$ cat src/rtl/vga_timing_pkg.sv
// Shared types and default timing for the VGA timing generator.
// Holds the per-axis phase enum, the 640x480@60 default timing constants
// and helpers that derive the total counts per axis.
package vga_timing_pkg;

    // Region an axis counter is currently in, in scan order.
    typedef enum logic [1:0] {
        PH_ACTIVE = 2'd0,
        PH_FRONT  = 2'd1,
        PH_SYNC   = 2'd2,
        PH_BACK   = 2'd3
    } phase_e;

    // 640x480@60 with a 25 MHz pixel clock.
    localparam int unsigned DEF_H_ACTIVE = 640;
    localparam int unsigned DEF_H_FP     = 16;
    localparam int unsigned DEF_H_SYNC   = 96;
    localparam int unsigned DEF_H_BP     = 48;
    localparam int unsigned DEF_V_ACTIVE = 480;
    localparam int unsigned DEF_V_FP     = 10;
    localparam int unsigned DEF_V_SYNC   = 2;
    localparam int unsigned DEF_V_BP     = 33;
    localparam int unsigned DEF_CNT_W    = 16;

    // Counts per axis period (pixels per line or lines per frame).
    function automatic int unsigned axis_total(input int unsigned active,
                                               input int unsigned fp,
                                               input int unsigned sync,
                                               input int unsigned bp);
        return active + fp + sync + bp;
    endfunction

    function automatic int unsigned h_total(input int unsigned active,
                                            input int unsigned fp,
                                            input int unsigned sync,
                                            input int unsigned bp);
        return axis_total(active, fp, sync, bp);
    endfunction

    function automatic int unsigned v_total(input int unsigned active,
                                            input int unsigned fp,
                                            input int unsigned sync,
                                            input int unsigned bp);
        return axis_total(active, fp, sync, bp);
    endfunction

endpackage

$ cat src/rtl/vga_axis_counter.sv
// One timing axis: a wrapping position counter plus its ACTIVE/FRONT/SYNC/BACK
// phase FSM. Used once for pixels within a line and once for lines in a frame.
// Ports:
//   clk, rst_n   clock, asynchronous active-low reset
//   advance      step the counter by one this edge
//   count        registered position, 0..TOTAL-1
//   phase        registered phase (vga_timing_pkg::phase_e encoding)
//   wrap         combinational: this edge takes count from TOTAL-1 to 0
//   in_active    registered: phase is ACTIVE
//   in_sync      registered: phase is SYNC
//   count_nxt    combinational next count (equals count when not advancing)
//   active_nxt   combinational: next phase is ACTIVE
//   sync_nxt     combinational: next phase is SYNC
module vga_axis_counter
    import vga_timing_pkg::*;
#(
    parameter int unsigned ACTIVE = DEF_H_ACTIVE,
    parameter int unsigned FP     = DEF_H_FP,
    parameter int unsigned SYNC   = DEF_H_SYNC,
    parameter int unsigned BP     = DEF_H_BP,
    parameter int unsigned W      = DEF_CNT_W
) (
    input  logic         clk,
    input  logic         rst_n,
    input  logic         advance,
    output logic [W-1:0] count,
    output logic [1:0]   phase,
    output logic         wrap,
    output logic         in_active,
    output logic         in_sync,
    output logic [W-1:0] count_nxt,
    output logic         active_nxt,
    output logic         sync_nxt
);

    localparam int unsigned TOTAL       = axis_total(ACTIVE, FP, SYNC, BP);
    localparam int unsigned LAST        = TOTAL - 1;
    localparam int unsigned FRONT_START = ACTIVE;
    localparam int unsigned SYNC_START  = ACTIVE + FP;
    localparam int unsigned BACK_START  = ACTIVE + FP + SYNC;

    logic [W-1:0] count_q, count_d;
    phase_e       phase_q, phase_d;
    logic         in_active_q, in_sync_q;

    // Position and phase registers.
    always_ff @(posedge clk or negedge rst_n) begin
        if (!rst_n) begin
            count_q     <= W'(LAST);
            phase_q     <= PH_BACK;
            in_active_q <= 1'b0;
            in_sync_q   <= 1'b0;
        end else begin
            count_q     <= count_d;
            phase_q     <= phase_d;
            in_active_q <= (phase_d == PH_ACTIVE);
            in_sync_q   <= (phase_d == PH_SYNC);
        end
    end

    // Next count and phase. A phase change fires on the edge that enters the
    // first count of a region; empty regions share their start count with the
    // following region, so the size checks fall through and skip them.
    always_comb begin
        count_d = count_q;
        phase_d = phase_q;
        wrap    = 1'b0;
        if (advance) begin
            if (count_q == W'(LAST)) begin
                count_d = '0;
                wrap    = 1'b1;
            end else begin
                count_d = count_q + W'(1);
            end

            if (count_d == '0) begin
                phase_d = PH_ACTIVE;
            end else if ((FP != 0) && (count_d == W'(FRONT_START))) begin
                phase_d = PH_FRONT;
            end else if ((SYNC != 0) && (count_d == W'(SYNC_START))) begin
                phase_d = PH_SYNC;
            end else if ((BP != 0) && (count_d == W'(BACK_START))) begin
                phase_d = PH_BACK;
            end
        end
    end

    assign count      = count_q;
    assign phase      = phase_q;
    assign in_active  = in_active_q;
    assign in_sync    = in_sync_q;
    assign count_nxt  = count_d;
    assign active_nxt = (phase_d == PH_ACTIVE);
    assign sync_nxt   = (phase_d == PH_SYNC);

endmodule

$ cat src/rtl/vga_timing_gen.sv
// Parametrised VGA timing generator for the pixel-clock domain.
// Drives counters, sync pulses, display enable and active-area coordinates;
// every decode output is registered from next-state counts so it lines up
// with the h_count/v_count shown in the same cycle.
// Ports:
//   clk_25, rst_n      pixel clock, asynchronous active-low reset
//   pix_en             clock enable; everything holds while low
//   h_count, v_count   raw positions, 0..H_TOTAL-1 / 0..V_TOTAL-1
//   hsync, vsync       sync pulses, asserted level set by H/V_SYNC_POL
//   de                 display enable (inside the active area)
//   x, y               active-area coordinates, 0 outside the active area
//   line_end           high while h_count is the last count of the line
//   frame_start        high at (0,0); present only with VGA_TIMING_FRAME_STROBE_EN
module vga_timing_gen
    import vga_timing_pkg::*;
#(
    parameter int unsigned H_ACTIVE   = DEF_H_ACTIVE,
    parameter int unsigned H_FP       = DEF_H_FP,
    parameter int unsigned H_SYNC     = DEF_H_SYNC,
    parameter int unsigned H_BP       = DEF_H_BP,
    parameter int unsigned V_ACTIVE   = DEF_V_ACTIVE,
    parameter int unsigned V_FP       = DEF_V_FP,
    parameter int unsigned V_SYNC     = DEF_V_SYNC,
    parameter int unsigned V_BP       = DEF_V_BP,
    parameter logic        H_SYNC_POL = 1'b0,
    parameter logic        V_SYNC_POL = 1'b0,
    parameter int unsigned CNT_W      = DEF_CNT_W
) (
    input  logic             clk_25,
    input  logic             rst_n,
    input  logic             pix_en,
    output logic [CNT_W-1:0] h_count,
    output logic [CNT_W-1:0] v_count,
    output logic             hsync,
    output logic             vsync,
    output logic             de,
    output logic [CNT_W-1:0] x,
    output logic [CNT_W-1:0] y,
    output logic             line_end
`ifdef VGA_TIMING_FRAME_STROBE_EN
    ,
    output logic             frame_start
`endif
);

    localparam int unsigned H_TOTAL = h_total(H_ACTIVE, H_FP, H_SYNC, H_BP);

    logic [CNT_W-1:0] h_nxt, v_nxt;
    logic [1:0]       h_phase, v_phase;
    logic             h_wrap, v_wrap;
    logic             h_in_active, h_in_sync, v_in_active, v_in_sync;
    logic             h_active_nxt, h_sync_nxt, v_active_nxt, v_sync_nxt;
    logic             v_advance;

    // Registered phase flags are kept for debug visibility only.
    logic unused_phase_bits;
    assign unused_phase_bits = ^{h_phase, v_phase, v_wrap,
                                 h_in_active, h_in_sync, v_in_active, v_in_sync};

    // Lines step only on the edge that wraps the pixel counter.
    assign v_advance = pix_en & h_wrap;

    vga_axis_counter #(
        .ACTIVE (H_ACTIVE),
        .FP     (H_FP),
        .SYNC   (H_SYNC),
        .BP     (H_BP),
        .W      (CNT_W)
    ) u_h_axis (
        .clk        (clk_25),
        .rst_n      (rst_n),
        .advance    (pix_en),
        .count      (h_count),
        .phase      (h_phase),
        .wrap       (h_wrap),
        .in_active  (h_in_active),
        .in_sync    (h_in_sync),
        .count_nxt  (h_nxt),
        .active_nxt (h_active_nxt),
        .sync_nxt   (h_sync_nxt)
    );

    vga_axis_counter #(
        .ACTIVE (V_ACTIVE),
        .FP     (V_FP),
        .SYNC   (V_SYNC),
        .BP     (V_BP),
        .W      (CNT_W)
    ) u_v_axis (
        .clk        (clk_25),
        .rst_n      (rst_n),
        .advance    (v_advance),
        .count      (v_count),
        .phase      (v_phase),
        .wrap       (v_wrap),
        .in_active  (v_in_active),
        .in_sync    (v_in_sync),
        .count_nxt  (v_nxt),
        .active_nxt (v_active_nxt),
        .sync_nxt   (v_sync_nxt)
    );

    logic             hsync_q, hsync_d;
    logic             vsync_q, vsync_d;
    logic             de_q, de_d;
    logic [CNT_W-1:0] x_q, x_d;
    logic [CNT_W-1:0] y_q, y_d;
    logic             line_end_q, line_end_d;

    // Decode from next-state counts; with pix_en low the next state equals
    // the current one, so re-registering holds every output.
    always_comb begin
        hsync_d    = ~H_SYNC_POL;
        vsync_d    = ~V_SYNC_POL;
        de_d       = 1'b0;
        x_d        = '0;
        y_d        = '0;
        line_end_d = 1'b0;
        if (h_sync_nxt) hsync_d = H_SYNC_POL;
        if (v_sync_nxt) vsync_d = V_SYNC_POL;
        de_d = h_active_nxt & v_active_nxt;
        if (de_d) begin
            x_d = h_nxt;
            y_d = v_nxt;
        end
        line_end_d = (h_nxt == CNT_W'(H_TOTAL - 1));
    end

    // Reset mirrors the (H_TOTAL-1, V_TOTAL-1) counter state: syncs idle,
    // outside the active area, on the last count of a line.
    always_ff @(posedge clk_25 or negedge rst_n) begin
        if (!rst_n) begin
            hsync_q    <= ~H_SYNC_POL;
            vsync_q    <= ~V_SYNC_POL;
            de_q       <= 1'b0;
            x_q        <= '0;
            y_q        <= '0;
            line_end_q <= 1'b1;
        end else begin
            hsync_q    <= hsync_d;
            vsync_q    <= vsync_d;
            de_q       <= de_d;
            x_q        <= x_d;
            y_q        <= y_d;
            line_end_q <= line_end_d;
        end
    end

    assign hsync    = hsync_q;
    assign vsync    = vsync_q;
    assign de       = de_q;
    assign x        = x_q;
    assign y        = y_q;
    assign line_end = line_end_q;

`ifdef VGA_TIMING_FRAME_STROBE_EN
    logic frame_start_q, frame_start_d;

    // Strobe for the first pixel of each frame.
    always_comb begin
        frame_start_d = (h_nxt == '0) && (v_nxt == '0);
    end

    always_ff @(posedge clk_25 or negedge rst_n) begin
        if (!rst_n) begin
            frame_start_q <= 1'b0;
        end else begin
            frame_start_q <= frame_start_d;
        end
    end

    assign frame_start = frame_start_q;
`endif

endmodule

$ cat config.mk
export PLATFORM = sky130hd
export DESIGN_NAME = vga_timing_gen
export DESIGN_NICKNAME = d
export VERILOG_FILES = /design/src/rtl/vga_timing_pkg.sv /design/src/rtl/vga_axis_counter.sv /design/src/rtl/vga_timing_gen.sv
export SDC_FILE = /design/constraint.sdc
export NUM_CORES = 1
export LEC_CHECK = 0
export CORE_MARGIN = 2
export CORE_UTILIZATION = 59
export DETAILED_ROUTE_END_ITERATION = 12
export PLACE_DENSITY = 0.84
export SYNTH_ARGS = -nofsm -noshare
export SYNTH_HDL_FRONTEND = slang
export SYNTH_SLANG_ARGS = --single-unit
$ cat constraint.sdc
create_clock -name clk_25 -period 5.1 [get_ports clk_25]
set_clock_uncertainty 0.15 [all_clocks]
set_input_delay 1.02 -clock clk_25 [delete_from_list [all_inputs] [get_ports clk_25]]
set_output_delay 1.02 -clock clk_25 [all_outputs]
set_load 0.02 [all_outputs]
Yosys cells after proc, flatten, opt, wreduce, memory -nomap -nowiden
Index checks and enable logic that the tools add are counted.
W data, S select, Z words.
{ "totals": {"register_bits": 72, "out_inout_bits": 68} }
{ "classes": {"add_sub_neg": 2, "n_eq_ne": 11, "n_mux": 22, "bitwise": 2, "n_reduce_logical": 4} }
{ "ops": {"columns": ["op", "n"], "rows": [
  ["$mux W16", 8],
  ["$eq A16 B10 Y1 const B", 6],
  ["$eq A16 B9 Y1 const B", 3],
  ["$add A16 B1 Y16 const B", 2],
  ["$logic_not A16 Y1", 2],
  ["$mux W2", 10],
  ["$eq A2 B2 Y1 const B", 2],
  ["$logic_not A2 Y1", 2],
  ["$mux W1", 4],
  ["$and A1 B1 Y1", 2]
]} }

Depth between registers and ports, before layout
Gate-level depths: netlist (run 1).
{ "depth": {"depth_word": 14, "ltp_mapped": 12} }

Modules after synthesis
A second synthesis (run 1) with hierarchy kept.
{ "hier_totals": {"hier_cells": 406, "area_unflattened_um2": 4137.7} }
{ "modules_own_cells": {"columns": ["module", "instances", "cells_each", "area_per_inst_um2", "seq_area_each_um2"], "rows": [
  ["vga_axis_counter (u_v_axis)", 1, 176, 1546.5, 506.7],
  ["vga_axis_counter (u_h_axis)", 1, 147, 1395.1, 511.7],
  ["vga_timing_gen", 1, 83, 1196.1, 904.6]
]} }

Worst setup path before layout (run 1)
OpenSTA, ideal clock, no wires.
{ "synth_path": {"kind": "register to register", "from": "register u_v_axis.count_q[0] (netlist: u_v_axis.count[0])", "to": "register x_q[10] (netlist: x[10])", "setup_time_ps": 95, "arrival_ps": 2985, "required_time_ps": 4855, "slack_ps": 1870, "stages_incl_launch_ff": 10, "path_buffers": 1, "synth_period_minus_slack_ps": 3230, "path_cell_list": "dfrtp_1 > ha_1 > nand4_4 > or4_4 > o41ai_4 > o211ai_4 > a211oi_4 > o22ai_4 > buf_6 > nor4b_2"} }
{ "synth_via": {"elab_chain_len": 12, "word_cells_on_any_way": 16, "classes_between": "add/sub: 1; eq/ne: 4; mux: 8; bitwise: 1; reduce/logical: 2"} }
{ "synth_rtl": {"columns": ["item", "line_no", "source"], "rows": [
  ["start, declared", "vga_axis_counter.sv:42", "logic [W-1:0] count_q, count_d;"],
  ["start signal, assigned", "vga_axis_counter.sv:49", "count_q <= W'(LAST);"],
  ["start signal, assigned", "vga_axis_counter.sv:54", "count_q <= count_d;"],
  ["$add A16 B1 Y16 or $eq A16 B10 Y1 (tied branches)", "vga_axis_counter.sv:73, vga_axis_counter.sv:69", null],
  ["$mux W16 *", "vga_axis_counter.sv:69", "if (count_q == W'(LAST)) begin"],
  ["$mux W16 *", "vga_axis_counter.sv:68", "if (advance) begin"],
  ["$eq A16 B9 Y1", "vga_axis_counter.sv:82", "end else if ((BP != 0) && (count_d == W'(BACK_START))) begin"],
  ["$mux W2", "vga_axis_counter.sv:82", null],
  ["$mux W2", "vga_axis_counter.sv:80", "end else if ((SYNC != 0) && (count_d == W'(SYNC_START))) begin"],
  ["$mux W2", "vga_axis_counter.sv:78", "end else if ((FP != 0) && (count_d == W'(FRONT_START))) begin"],
  ["$mux W2 *", "vga_axis_counter.sv:76", "if (count_d == '0) begin"],
  ["$mux W2 *", "vga_axis_counter.sv:68", null],
  ["$logic_not A2 Y1 *", null, null],
  ["$and A1 B1 Y1 *", "vga_timing_gen.sv:121", "de_d = h_active_nxt & v_active_nxt;"],
  ["$mux W16 *", "vga_timing_gen.sv:122", "if (de_d) begin"],
  ["via x_d[10]", "vga_timing_gen.sv:106", "logic [CNT_W-1:0] x_q, x_d;"],
  ["end signal, assigned", "vga_timing_gen.sv:136", "x_q <= '0;"],
  ["end signal, assigned", "vga_timing_gen.sv:143", "x_q <= x_d;"],
  ["end, declared", "vga_timing_gen.sv:106", null]
]} }
The timed path passes the listed nets; every way through them passes the cells marked *. The select of a mux whose other input is x is not followed.

Worst setup path after layout (run 1)
{ "layout_path": {"from": "register u_v_axis.count_q[0] (netlist: u_v_axis.count[0])", "to": "register y_q[12] (netlist: y[12])"} }
{ "layout_via": {"elab_chain_len": 12, "word_cells_on_any_way": 17, "classes_between": "add/sub: 1; eq/ne: 4; mux: 9; bitwise: 1; reduce/logical: 2"} }
{ "layout_rtl": {"columns": ["item", "line_no", "source"], "rows": [
  ["$add A16 B1 Y16 or $eq A16 B10 Y1 (tied branches)", "vga_axis_counter.sv:73, vga_axis_counter.sv:69", null],
  ["$mux W16 *", "vga_axis_counter.sv:69", null],
  ["$mux W16 *", "vga_axis_counter.sv:68", null],
  ["$eq A16 B9 Y1", "vga_axis_counter.sv:82", null],
  ["$mux W2", "vga_axis_counter.sv:82", null],
  ["$mux W2", "vga_axis_counter.sv:80", null],
  ["$mux W2", "vga_axis_counter.sv:78", null],
  ["$mux W2", "vga_axis_counter.sv:76", null],
  ["$mux W2", "vga_axis_counter.sv:68", null],
  ["$logic_not A2 Y1", null, null],
  ["$and A1 B1 Y1", "vga_timing_gen.sv:121", null],
  ["$mux W16 *", "vga_timing_gen.sv:122", null],
  ["via y_d[12]", "vga_timing_gen.sv:107", "logic [CNT_W-1:0] y_q, y_d;"],
  ["end signal, assigned", "vga_timing_gen.sv:144", "y_q <= y_d;"],
  ["end, declared", "vga_timing_gen.sv:107", null]
]} }
Marks and branches as above.

==> run_results.csv, run 1 <==
group,metric,value,unit
critical_path,arrival,4.39,ns
die,fp.dieH,91.85,um
critical_path,worstPathRequired,5.18,ns
power_and_ir_drop,clock_power_share,34.3,%
timing,setup_viol,0,
global_routing,grt_max_degree,41,
timing,hold_violations,0,
critical_path,crit_type,"reg2reg",
synth,synth_top_area_share,30.23,%
clocking,cts_max_level,3,
synth,synthArstFlopShare,100.0,%
critical_path,crit_buf_inv,1,
placement,dp_hpwl,8481,um
global_routing,grt.busiest_layer,"met2",
critical_path,cp-end-kind,"flip-flop",
finish,multiInputGateArea,0.002516,mm2
critical_path,cp_slowest_cell,"or4_4",
global_routing,grtUsageMet1,38.64,%
timing,timing.fmax,0.2316,GHz
timing,slew_headroom,50.06,%
synth,synth_area_leaders,"dfrtp_1 30%, dfstp_2 9.8%, nor4b_2 6.6%",
clocking,cts.clk_slew.worst_paths,0.08,ns
clocking,cts_tree,"done",
power_and_ir_drop,power.internal,0.001010,W
power_and_ir_drop,power.density,269.1,mW/mm2
route,drc,0,
route,ant_nets,0,
synth,synth-xor-area-share,5.578,%
global_routing,grt_pass1_vias,3915,
finish,regArea,0.001823,mm2
synth,synthMuxAreaShare,1.182,%
worst_hold_path,holdCritPathClass,"reg2reg",
route,viasPerCell,6.556,
synth,synth_edf_count,0,
die,die_x,91.85,um
die,die_area,0.008436,mm2
route,vias,3999,
finish,fillers,580,
global_routing,use_met3,5.012,%
die,rows,32,
synth,synth_top_family_by_area,"simple AND/OR/NAND/NOR gates",
global_routing,met2_usage,49.39,%
placement,port_buffers,70,
synth,synth_area,0.004553,mm2
synth,synth_warnings,0,
critical_path,cp_slowest_stage_delay,0.62,ns
power_and_ir_drop,switching_power,0.0004629,W
synth,yosys.area_share.simple,29.82,%
global_routing,grt_antenna_before_repair,0,
critical_path,path_max_fanout,18,
global_routing,track_usage,29.87,%
synth,yosys.area.top_type,"dfrtp_1",
clocking,clk-insertion-delay-late,0.36,ns
finish,design_area,0.005474,mm2
synth,ys_seq_area_share,40.04,%
finish,finalNetCount,511,
status,status,"completed",
clocking,numCtsBuffers,9,
power_and_ir_drop,seqPwrFrac,46.1,%
finish,area_growth,20.23,%
global_routing,gr-total-overflow,0,
clocking,post_cts_resized,0,
synth,synth_compound_area_share,17.31,%
critical_path,crit_chain,"ha_1, nand4_4, or4_4, o41ai_4, o211a_1, a41oi_1, o22ai_4, buf_4, nor4b_2",
power_and_ir_drop,pwr-share-comb,19.6,%
die,initial_core_util,59.85,%
route,drt_wl_total,12080,um
synth,ys_types,73,
synth,synth_fa_ha_area_share,1.374,%
clocking,root_buffer,"clkbuf_8",
timing,tns,0,ns
synth,ys.flop_type,"dfrtp_1",
power_and_ir_drop,ir_worst_vdd,0.2649,mV
placement,dpl-instance-area,0.005253,mm2
power_and_ir_drop,p_leak,1.980,nW
timing,finalMaxSlewViolations,0,
synth,synth-seq-cells,72,
route,drtIter0Drc,398,
route,routed_wire_length_per_instance,19.80,um
timing,min_period,4.317,ns
run,drv_cap,0,
finish,n_antenna_cell,0,
timing,worst-slew-pin-transition,0.7491,ns
synth,synth_area_per_cell,10.05,um2
critical_path,start_kind,"flip-flop",
die,core_region_area,0.007607,mm2
clocking,clock-sinks,72,
route,drt_pre_antenna_iters,7,
clocking,cts_buffer_depth,2,
critical_path,crit_family,"compound AO/OA/AOI/OAI gates",
timing,fin_crit_sh,84.65,%
clocking,postCtsSetupRepairBufs,0,
placement,place.gp.congestion,0.9547,
synth,syn-instance-count,453,
finish,drive_gt1_share,15.35,%
global_routing,grt_pass1_wl,19910,um
power_and_ir_drop,netSwitchingFraction,31.43,%
timing,rsz0062_at_grt,"false",
clocking,ctsHoldBuffers,0,
die,io_pins,71,
synth,synth_nets,461,
layout make-up:
cell class | instances | share of cell area, %
clock buffer | 10 | 2.331
timing repair buffer | 76 | 13.53
sequential | 72 | 33.30
tap | 102 | 2.331
clock inverter | 6 | 1.714
inverter | 12 | 0.8229
multi-input combinational | 332 | 45.97
worst min-delay path: cells and delay by family, from the launching register on:
| kind | cells | cell delay [ns] |
|---|---|---|
| AO/OA/AOI/OAI | 2 | 0.19 |
| flip-flops | 1 | 0.41 |
stage by stage:
stage / util, % / cells / total power, W / setup WS [ns] / hold slack [ns]
after floorplan: - / 453 / 0.0008692 / 1.870 / 0.4252
after global placement: 69.05 / 594 / 0.0009630 / 1.041 / 0.4213
after detailed placement: 69.05 / 594 / 0.0009737 / 0.8479 / 0.4397
after CTS: 71.96 / 610 / 0.001477 / 0.8253 / 0.4537
after global routing: 71.96 / 610 / 0.001534 / 0.5947 / 0.4827
final: 71.96 / 610 / 0.001473 / 0.7827 / 0.4568
layout by cell type (no fill, tap or decap), types with 6 or more instances in the layout:
master           count
clkbuf_8             9
xor2_1               8
nor2_1              19
inv_1               11
dfstp_2             17
nand3_1             18
nand4_1             18
buf_4                6
o21ai_0             20
o221ai_1            11
xnor2_1             21
o31ai_1              8
nor3_1              23
nor4_1              10
and4_1               6
nor4b_1              7
clkdlybuf4s50_1     69
dfrtp_1             55
and2_1               6
nand2_1             31
nor4b_2             20
and3_1              10
cell families after synthesis:
family	after synthesis
AND/OR/NAND/NOR	199
AO/OA/AOI/OAI	94
flip-flops	72
buffers and inverters	49
XOR/XNOR	29
multiplexers	5
adder cells (fa/ha/maj)	5
registers in the layout, summed over array words and instances, names as in the netlist:
register	flops
x	16
u_h_axis.count	16
y	16
de	1
u_h_axis.phase	2
u_v_axis.count	16
hsync	1
line_end	1
vsync	1
u_v_axis.phase	2
synthesized netlist by cell type, types with 3 or more instances:
cell type and count:
nor4bb_1 3, xor2_1 8, o21ai_0 20, o211ai_1 5, o41a_1 5, nand3_1 18, ha_1 5, nor3_1 23
xnor2_1 21, and3_1 10, o221ai_1 11, a41oi_1 3, a21o_1 3, a21boi_0 3, nand2b_1 4, nand2_1 31
dfrtp_1 55, clkbuf_1 24, o21a_1 3, a21oi_1 4, nor2_1 19, and4_1 6, nor4_1 10, and2_1 6
o31ai_1 8, or3_1 4, nor4b_1 7, mux2_2 3, inv_1 11, dfstp_2 17, buf_2 9, nand4_1 18
nor4b_2 20, or4_1 4
routing by layer:
metal  vias up  wire [um]  part of all wire (%)
met5         -          0                     0
met4         0        312                   2.6
met3        33        896                   7.4
met2       195       6001                    50
met1      1932       4866                    40
li1       1839          -                     -
worst paths after layout:
kind	slack, ns	to	cells past startpoint	start
max	0.78	y[12]$_DFF_PN0_	9	u_v_axis.count[0]$_DFF_PN0_
min	0.46	u_v_axis.count[9]$_DFF_PN1_	2	u_v_axis.count[9]$_DFF_PN1_
max reg2reg	0.78	y[12]$_DFF_PN0_	9	u_v_axis.count[0]$_DFF_PN0_
min reg2reg	0.46	u_v_axis.count[9]$_DFF_PN1_	2	u_v_axis.count[9]$_DFF_PN1_
max in group asynchronous	3.24	u_h_axis.phase[0]$_DFF_PN1_	2	rst_n
min in group asynchronous	0.56	y[0]$_DFF_PN0_	1	rst_n
power by group through the flow:
stage / Clock [W] / Sequential (W) / Combinational, W
after floorplan: 0 / 0.000663 / 0.000207
after global placement: 0 / 0.000684 / 0.000279
after detailed placement: 0 / 0.000688 / 0.000286
after CTS: 0.000513 / 0.000677 / 0.000287
after global routing: 0.000534 / 0.000685 / 0.000315
final: 0.000505 / 0.000679 / 0.000289
Power figures use the tool's default switching activity.
==> run 2, diff against run 1 <==
--- a/config.mk
+++ b/config.mk
@@ -6,9 +6,9 @@
 export NUM_CORES = 1
 export LEC_CHECK = 0
 export CORE_MARGIN = 2
-export CORE_UTILIZATION = 59
+export CORE_UTILIZATION = 49
 export DETAILED_ROUTE_END_ITERATION = 12
-export PLACE_DENSITY = 0.84
+export PLACE_DENSITY = 0.75
 export SYNTH_ARGS = -nofsm -noshare
 export SYNTH_HDL_FRONTEND = slang
 export SYNTH_SLANG_ARGS = --single-unit
==> constraint.sdc (replaced) <==
create_clock -name clk_25 -period 3.5 [get_ports clk_25]
set_clock_uncertainty 0.15 [all_clocks]
set_input_delay 0.7 -clock clk_25 [delete_from_list [all_inputs] [get_ports clk_25]]
set_output_delay 0.7 -clock clk_25 [all_outputs]
set_load 0.02 [all_outputs]
==> run 2 against run 1 <==
Effect of this change:
- clock-buffer cell count is 1 lower
- total power grew 44%
- first-iteration DRC count is 54% lower
- global-route usage down 3.7 points
- largest power group unchanged
- critical path depth did not move
- via count increased by 2.7%
- worst hold slack worse by 0.43 ns
- highest routed layer unchanged
==> run_results.csv, run 2 (synthesis results as in run 1) <==
group,metric,value,unit
global_routing,gr-total-overflow,0,
critical_path,cp-end-kind,"flip-flop",
timing,min_period,3.373,ns
clocking,clk-insertion-delay-late,0.35,ns
die,die_x,100.4,um
timing,worst-slew-pin-transition,0.6427,ns
timing,rsz0062_at_grt,"false",
route,drtIter0Drc,184,
power_and_ir_drop,power.density,371.5,mW/mm2
power_and_ir_drop,p_leak,2.127,nW
clocking,numCtsBuffers,9,
clocking,cts.clk_slew.worst_paths,0.09,ns
route,viasPerCell,6.356,
clocking,ctsHoldBuffers,0,
critical_path,start_kind,"flip-flop",
critical_path,arrival,3.47,ns
finish,final_util,62.71,%
finish,n_antenna_cell,0,
critical_path,cp_slowest_cell,"dfstp_2",
placement,dp_hpwl,9196,um
route,ant_nets,0,
critical_path,worstPathRequired,3.60,ns
timing,finalMaxSlewViolations,0,
route,drt_wl_total,12660,um
global_routing,grt_max_degree,36,
critical_path,path_max_fanout,25,
clocking,cts_tree,"done",
placement,port_buffers,70,
critical_path,crit_type,"reg2reg",
timing,fin_ws,0.1267,ns
die,die_area,0.01008,mm2
finish,area_growth,25.45,%
finish,finalNetCount,538,
critical_path,ff2ff_setup_slack,0.13,ns
global_routing,grt_pass1_wl,20780,um
timing,fin_crit_sh,96.38,%
die,io_pins,71,
finish,drive_gt1_share,20.00,%
route,vias,4106,
timing,setup_viol,0,
route,routed_wire_length_per_instance,19.60,um
critical_path,rr_startpoint,"u_v_axis.count[2]$_DFF_PN1_",
route,drt_pre_antenna_iters,4,
finish,final_cell_mix,"69 x clkdlybuf4s50_1, 55 x dfrtp_1, 31 x nand2_1",
critical_path,crit_chain,"nand4_4, buf_4, o41ai_1, o41ai_4, o211a_1, a41oi_1, o22ai_4, buf_12, nor4b_1",
global_routing,track_usage,26.14,%
finish,final_common_cell,"clkdlybuf4s50_1",
timing,timing.fmax,0.2964,GHz
run,drv_cap,0,
die,rows,35,
placement,place.gp.congestion,0.9815,
timing,tns,0,ns
power_and_ir_drop,ir_worst_vdd,0.1850,mV
worst_hold_path,holdCritPathClass,"in2async",
critical_path,cp_slowest_stage_delay,0.70,ns
timing,hold_ws,0.02628,ns
route,drc,0,
placement,dpl_worst_slack,0.1820,ns
status,status,"completed",
critical_path,crit_family,"compound AO/OA/AOI/OAI gates",
timing,slew_headroom,56.59,%
critical_path,crit_buf_inv,2,
critical_path,rr_worst_depth,9,
global_routing,grt_pass1_vias,4060,
global_routing,grt_antenna_before_repair,0,
clocking,clock-sinks,72,
clocking,cts_max_level,3,
die,core_region_area,0.009109,mm2
die,initial_core_util,49.99,%
finish,fillers,755,
clocking,root_buffer,"clkbuf_8",
die,fp.dieH,100.4,um
clocking,cts_buffer_depth,2,
timing,hold_violations,0,
critical_path,worstReg2RegEnd,"x[3]$_DFF_PN0_",
## run 2: timing repair
| item | 4_1_cts | 5_1_grt |
|---|---|---|
| setup endpoints to repair | 0 | 5 |
| buffers inserted | 0 | 0 |
| gates resized for setup | 0 | 1 |
| endpoints found under the hold margin | 0 | 0 |
## run 2: where the power goes
part | internal [W] | leakage (nW) | switching [W] | total, W
registers | 0.000887 | 0.937 | 0.0000757 | 0.000963
clock network | 0.000337 | 0.101 | 0.000343 | 0.000680
logic | 0.000211 | 1.09 | 0.000268 | 0.000479
## run 2: how the worst max path moves through the flow
stage / from / slack, ns / cells past startpoint / to
floorplan: u_v_axis.count[0]$_DFF_PN0_ / 0.27 / 9 / x[10]$_DFF_PN0_
global placement: u_v_axis.count[2]$_DFF_PN1_ / 0.34 / 8 / x[0]$_DFF_PN0_
detailed placement: u_v_axis.count[2]$_DFF_PN1_ / 0.18 / 8 / x[15]$_DFF_PN0_
CTS: u_v_axis.count[2]$_DFF_PN1_ / 0.16 / 8 / x[15]$_DFF_PN0_
global route: u_h_axis.count[0]$_DFF_PN1_ / 0.008 / 10 / x[0]$_DFF_PN0_
finish: u_v_axis.count[2]$_DFF_PN1_ / 0.13 / 9 / x[3]$_DFF_PN0_
## run 2: through the flow
step / area (um2) / instances / power, W
after floorplan: 4553 / 453 / 0.001267
final: 5712 / 646 / 0.002122
after global placement: 5504 / 630 / 0.001449
after detailed placement: 5504 / 630 / 0.001453
after global routing: 5712 / 646 / 0.002224
after CTS: 5705 / 646 / 0.002134
## run 2: cell type report
class                      count  area [um2]  share of cell area [%]
multi-input combinational    332        2522                   44.16
sequential                    72        1823                   31.92
timing repair buffer         103       980.9                   17.17
tap                          111       138.9                   2.432
clock buffer                   9       123.9                   2.169
clock inverter                 7       77.57                   1.358
inverter                      12       45.04                  0.7886
## run 2: per-layer routing
metal  vias to the layer above  part of all wire (%)  track usage [%]
met5                         -                     0                0
met1                      2027                    43            34.09
met2                       156                    49            42.95
li1                       1888                     -                -
met4                         0                   3.0            10.12
met3                        35                   5.3            5.223
## run 2: worst reg2reg max path: cells and delay by family, from the launching register on
family,cells,cell delay (ns)
AOI/OAI and AO/OA,5,1.63
and+or+nand+nor,2,0.41
DFF,1,0.70
buffers and inverters,2,0.37
==> run 3, diff against run 2 <==
--- a/config.mk
+++ b/config.mk
@@ -5,10 +5,13 @@
 export SDC_FILE = /design/constraint.sdc
 export NUM_CORES = 1
 export LEC_CHECK = 0
+export ABC_AREA = 1
 export CORE_MARGIN = 2
-export CORE_UTILIZATION = 49
+export CORE_UTILIZATION = 48
+export CTS_CLUSTER_SIZE = 28
 export DETAILED_ROUTE_END_ITERATION = 12
 export PLACE_DENSITY = 0.75
+export SETUP_SLACK_MARGIN = 0.5
 export SYNTH_ARGS = -nofsm -noshare
 export SYNTH_HDL_FRONTEND = slang
 export SYNTH_SLANG_ARGS = --single-unit
==> run 3 against run 2 <==
Effect of this change:
- die area fell by 9.9%
- synthesized cell count up 19%
- combinational power rose to 3.0 times the previous value
- register-to-register slack better by 0.51 ns
- setup slack improved by 0.51 ns
- total power is 60% higher
- wire length decreased by 17%
- sequential cell count unchanged
- final area down 7.5%
- critical endpoint is now y[3]$_DFF_PN0_
- largest cell class unchanged
==> run_results.csv, run 3 <==
group,metric,value,unit
status,status,"completed",
power_and_ir_drop,clock_power_share,21.5,%
route,drc,0,
critical_path,ff2ff_setup_slack,0.64,ns
timing,min_period,2.865,ns
worst_hold_path,holdCritPathClass,"in2async",
global_routing,grt_max_degree,42,
run,drv_cap,0,
die,die_area,0.009080,mm2
synth,synth_nets,549,
route,drt_pre_antenna_iters,5,
route,ant_nets,0,
timing,timing.fmax,0.3491,GHz
finish,final_common_cell,"nand2_1",
critical_path,crit_type,"reg2reg",
die,core_region_area,0.008134,mm2
global_routing,grt_pass1_wl,16300,um
power_and_ir_drop,netSwitchingFraction,40.88,%
placement,dp_hpwl,7293,um
timing,worst-slew-pin-transition,0.5523,ns
timing,fin_crit_sh,81.85,%
route,routed_wire_length_per_instance,14.08,um
die,io_pins,71,
finish,fillers,671,
die,rows,33,
clocking,numCtsBuffers,9,
critical_path,cp_slowest_cell,"dfstp_2",
power_and_ir_drop,seqPwrFrac,35.6,%
timing,finalMaxSlewViolations,0,
synth,yosys.area.top_type,"dfrtp_1",
critical_path,worstPathRequired,3.63,ns
synth,synth_top_area_share,34.41,%
critical_path,rr_startpoint,"u_h_axis.count[1]$_DFF_PN1_",
finish,regArea,0.001827,mm2
critical_path,worstReg2RegEnd,"y[3]$_DFF_PN0_",
critical_path,rr_worst_depth,16,
critical_path,crit_family,"simple AND/OR/NAND/NOR gates",
critical_path,path_max_fanout,8,
route,drtIter0Drc,232,
die,fp.dieH,95.29,um
timing,slew_headroom,62.79,%
finish,finalNetCount,642,
synth,synth_common_cells,"159 x nand2_1, 81 x inv_1, 55 x dfrtp_1, 52 x nor2_1, 37 x nor2_2",
critical_path,arrival,3.00,ns
global_routing,grt_pass1_vias,3469,
route,vias,3782,
clocking,clk-insertion-delay-late,0.35,ns
die,die_x,95.29,um
placement,place.gp.congestion,0.9003,
synth,ys_types,29,
route,viasPerCell,5.083,
synth,synth-seq-cells,72,
finish,n_antenna_cell,0,
finish,final_cell_mix,"153 x nand2_1, 80 x inv_1, 69 x clkdlybuf4s50_1",
critical_path,start_kind,"flip-flop",
synth,synth_area,0.004000,mm2
clocking,cts_tree,"done",
synth,yosysMostFrequentCell,"nand2_1",
synth,ys.flop_type,"dfrtp_1",
critical_path,cp_slowest_stage_delay,0.56,ns
finish,drive_gt1_share,20.66,%
synth,synth_area_leaders,"dfrtp_1 34%, nand2_1 15%, dfstp_2 11%",
clocking,clock-sinks,72,
synth,synthArstFlopShare,100.0,%
power_and_ir_drop,switching_power,0.001391,W
power_and_ir_drop,power.density,644.3,mW/mm2
finish,area_growth,32.06,%
synth,syn-instance-count,541,
power_and_ir_drop,p_leak,2.564,nW
clocking,cts.clk_slew.worst_paths,0.09,ns
critical_path,crit_buf_inv,1,
timing,tns,0,ns
finish,multiInputGateArea,0.001927,mm2
global_routing,gr-total-overflow,0,
placement,dpl-instance-area,0.004792,mm2
die,initial_core_util,49.18,%
critical_path,cp-end-kind,"flip-flop",
finish,design_area,0.005283,mm2
timing,hold_violations,0,
timing,rsz0062_at_grt,"false",
global_routing,track_usage,23.23,%
placement,port_buffers,70,
power_and_ir_drop,power.internal,0.002012,W
clocking,cts_buffer_depth,2,
power_and_ir_drop,ir_worst_vdd,0.2577,mV
clocking,root_buffer,"clkbuf_8",
critical_path,crit_chain,"ha_1, nand2_2, nor2_2, nand3_1, xor2_1, nand2_1, nor2_4, nand3_1, nand2_1, nand2_1, nand2_2, nand2_2, nor2_4, buf_12, nand2_8, nor2_2",
synth,synth_area_per_cell,7.394,um2
global_routing,grt_antenna_before_repair,0,
synth,synth_edf_count,0,
synth,ys_seq_area_share,45.57,%
clocking,cts_max_level,3,
route,drt_wl_total,10480,um
power_and_ir_drop,pwr-share-comb,42.8,%
timing,setup_viol,0,
synth,synth_warnings,0,
clocking,ctsHoldBuffers,0,
## run 3: metrics by stage
| step | util (%) | hold WS, ns | total power, W | setup WS [ns] | instances |
|---|---|---|---|---|---|
| floorplan | - | 0.2544 | 0.002018 | 1.008 | 541 |
| global placement | 58.91 | 0.3766 | 0.002544 | 0.6077 | 710 |
| detailed placement | 58.91 | 0.3915 | 0.002572 | 0.5473 | 710 |
| CTS | 61.59 | 0.02328 | 0.003309 | 0.5162 | 726 |
| global route | 64.94 | 0.03603 | 0.003618 | 0.4506 | 744 |
| finish | 64.94 | 0.04035 | 0.003403 | 0.6354 | 744 |
## run 3: area by class of cell
type,instances,area share [%]
tap,105,2.487
clock inverter,6,1.705
inverter,85,6.087
clock buffer,10,2.416
timing repair buffer,90,16.25
sequential,72,34.58
multi-input combinational,376,36.48
## run 3: cells by family (layout without fill, tap and decap cells)
kind of cell	after synthesis	count (layout)	synth area share, %
AOI/OAI and AO/OA	46	46	6.318
xor gates and xnor gates	2	2	0.4380
adders and majority gates	5	5	1.564
buffers and inverters	95	191	9.602
DFF	72	72	45.57
and+or+nand+nor	321	323	36.50
## run 3: how the worst max path moves through the flow
stage | from | endpoint | slack, ns | cells past startpoint
2_1_floorplan | u_h_axis.count[1]$_DFF_PN1_ | x[10]$_DFF_PN0_ | 1.01 | 18
3_3_place_gp | u_h_axis.count[1]$_DFF_PN1_ | x[0]$_DFF_PN0_ | 0.61 | 17
3_5_place_dp | u_h_axis.count[1]$_DFF_PN1_ | x[5]$_DFF_PN0_ | 0.55 | 17
4_1_cts | u_h_axis.count[1]$_DFF_PN1_ | x[15]$_DFF_PN0_ | 0.52 | 16
5_1_grt | u_h_axis.count[1]$_DFF_PN1_ | y[9]$_DFF_PN0_ | 0.45 | 16
6_report | u_h_axis.count[1]$_DFF_PN1_ | y[3]$_DFF_PN0_ | 0.64 | 16
## run 3: power by group through the flow
stage	clock (W)	sequential [W]	combinational [W]
2_1_floorplan	0	0.00137	0.000649
3_3_place_gp	0	0.00122	0.00132
3_5_place_dp	0	0.00122	0.00135
4_1_cts	0.000748	0.00121	0.00135
5_1_grt	0.000779	0.00123	0.00161
6_report	0.000732	0.00121	0.00146
## run 3: worst register-to-register path: stages (launching register included)
cell and delay [ns]:
dfstp_2 0.56, ha_1 0.19, nand2_2 0.09, nor2_2 0.15
nand3_1 0.14, xor2_1 0.21, nand2_1 0.12, nor2_4 0.17
nand3_1 0.12, nand2_1 0.08, nand2_1 0.06, nand2_2 0.07
nand2_2 0.08, nor2_4 0.28, buf_12 0.16, nand2_8 0.09
nor2_2 0.10
## run 3: what timing repair did
item                                    CTS  global route
endpoints found under the setup margin    0            33
resized for setup                         0            31
setup buffers                             0            16
## run 3: layer usage
| metal | track usage [%] | vias to the layer above | wire, um |
|---|---|---|---|
| met5 | 0 | - | 0 |
| met1 | 30.77 | 1762 | 4538 |
| met3 | 5.375 | 15 | 709 |
| met2 | 38.15 | 145 | 5065 |
| met4 | 6.763 | 0 | 163 |
| li1 | - | 1860 | - |
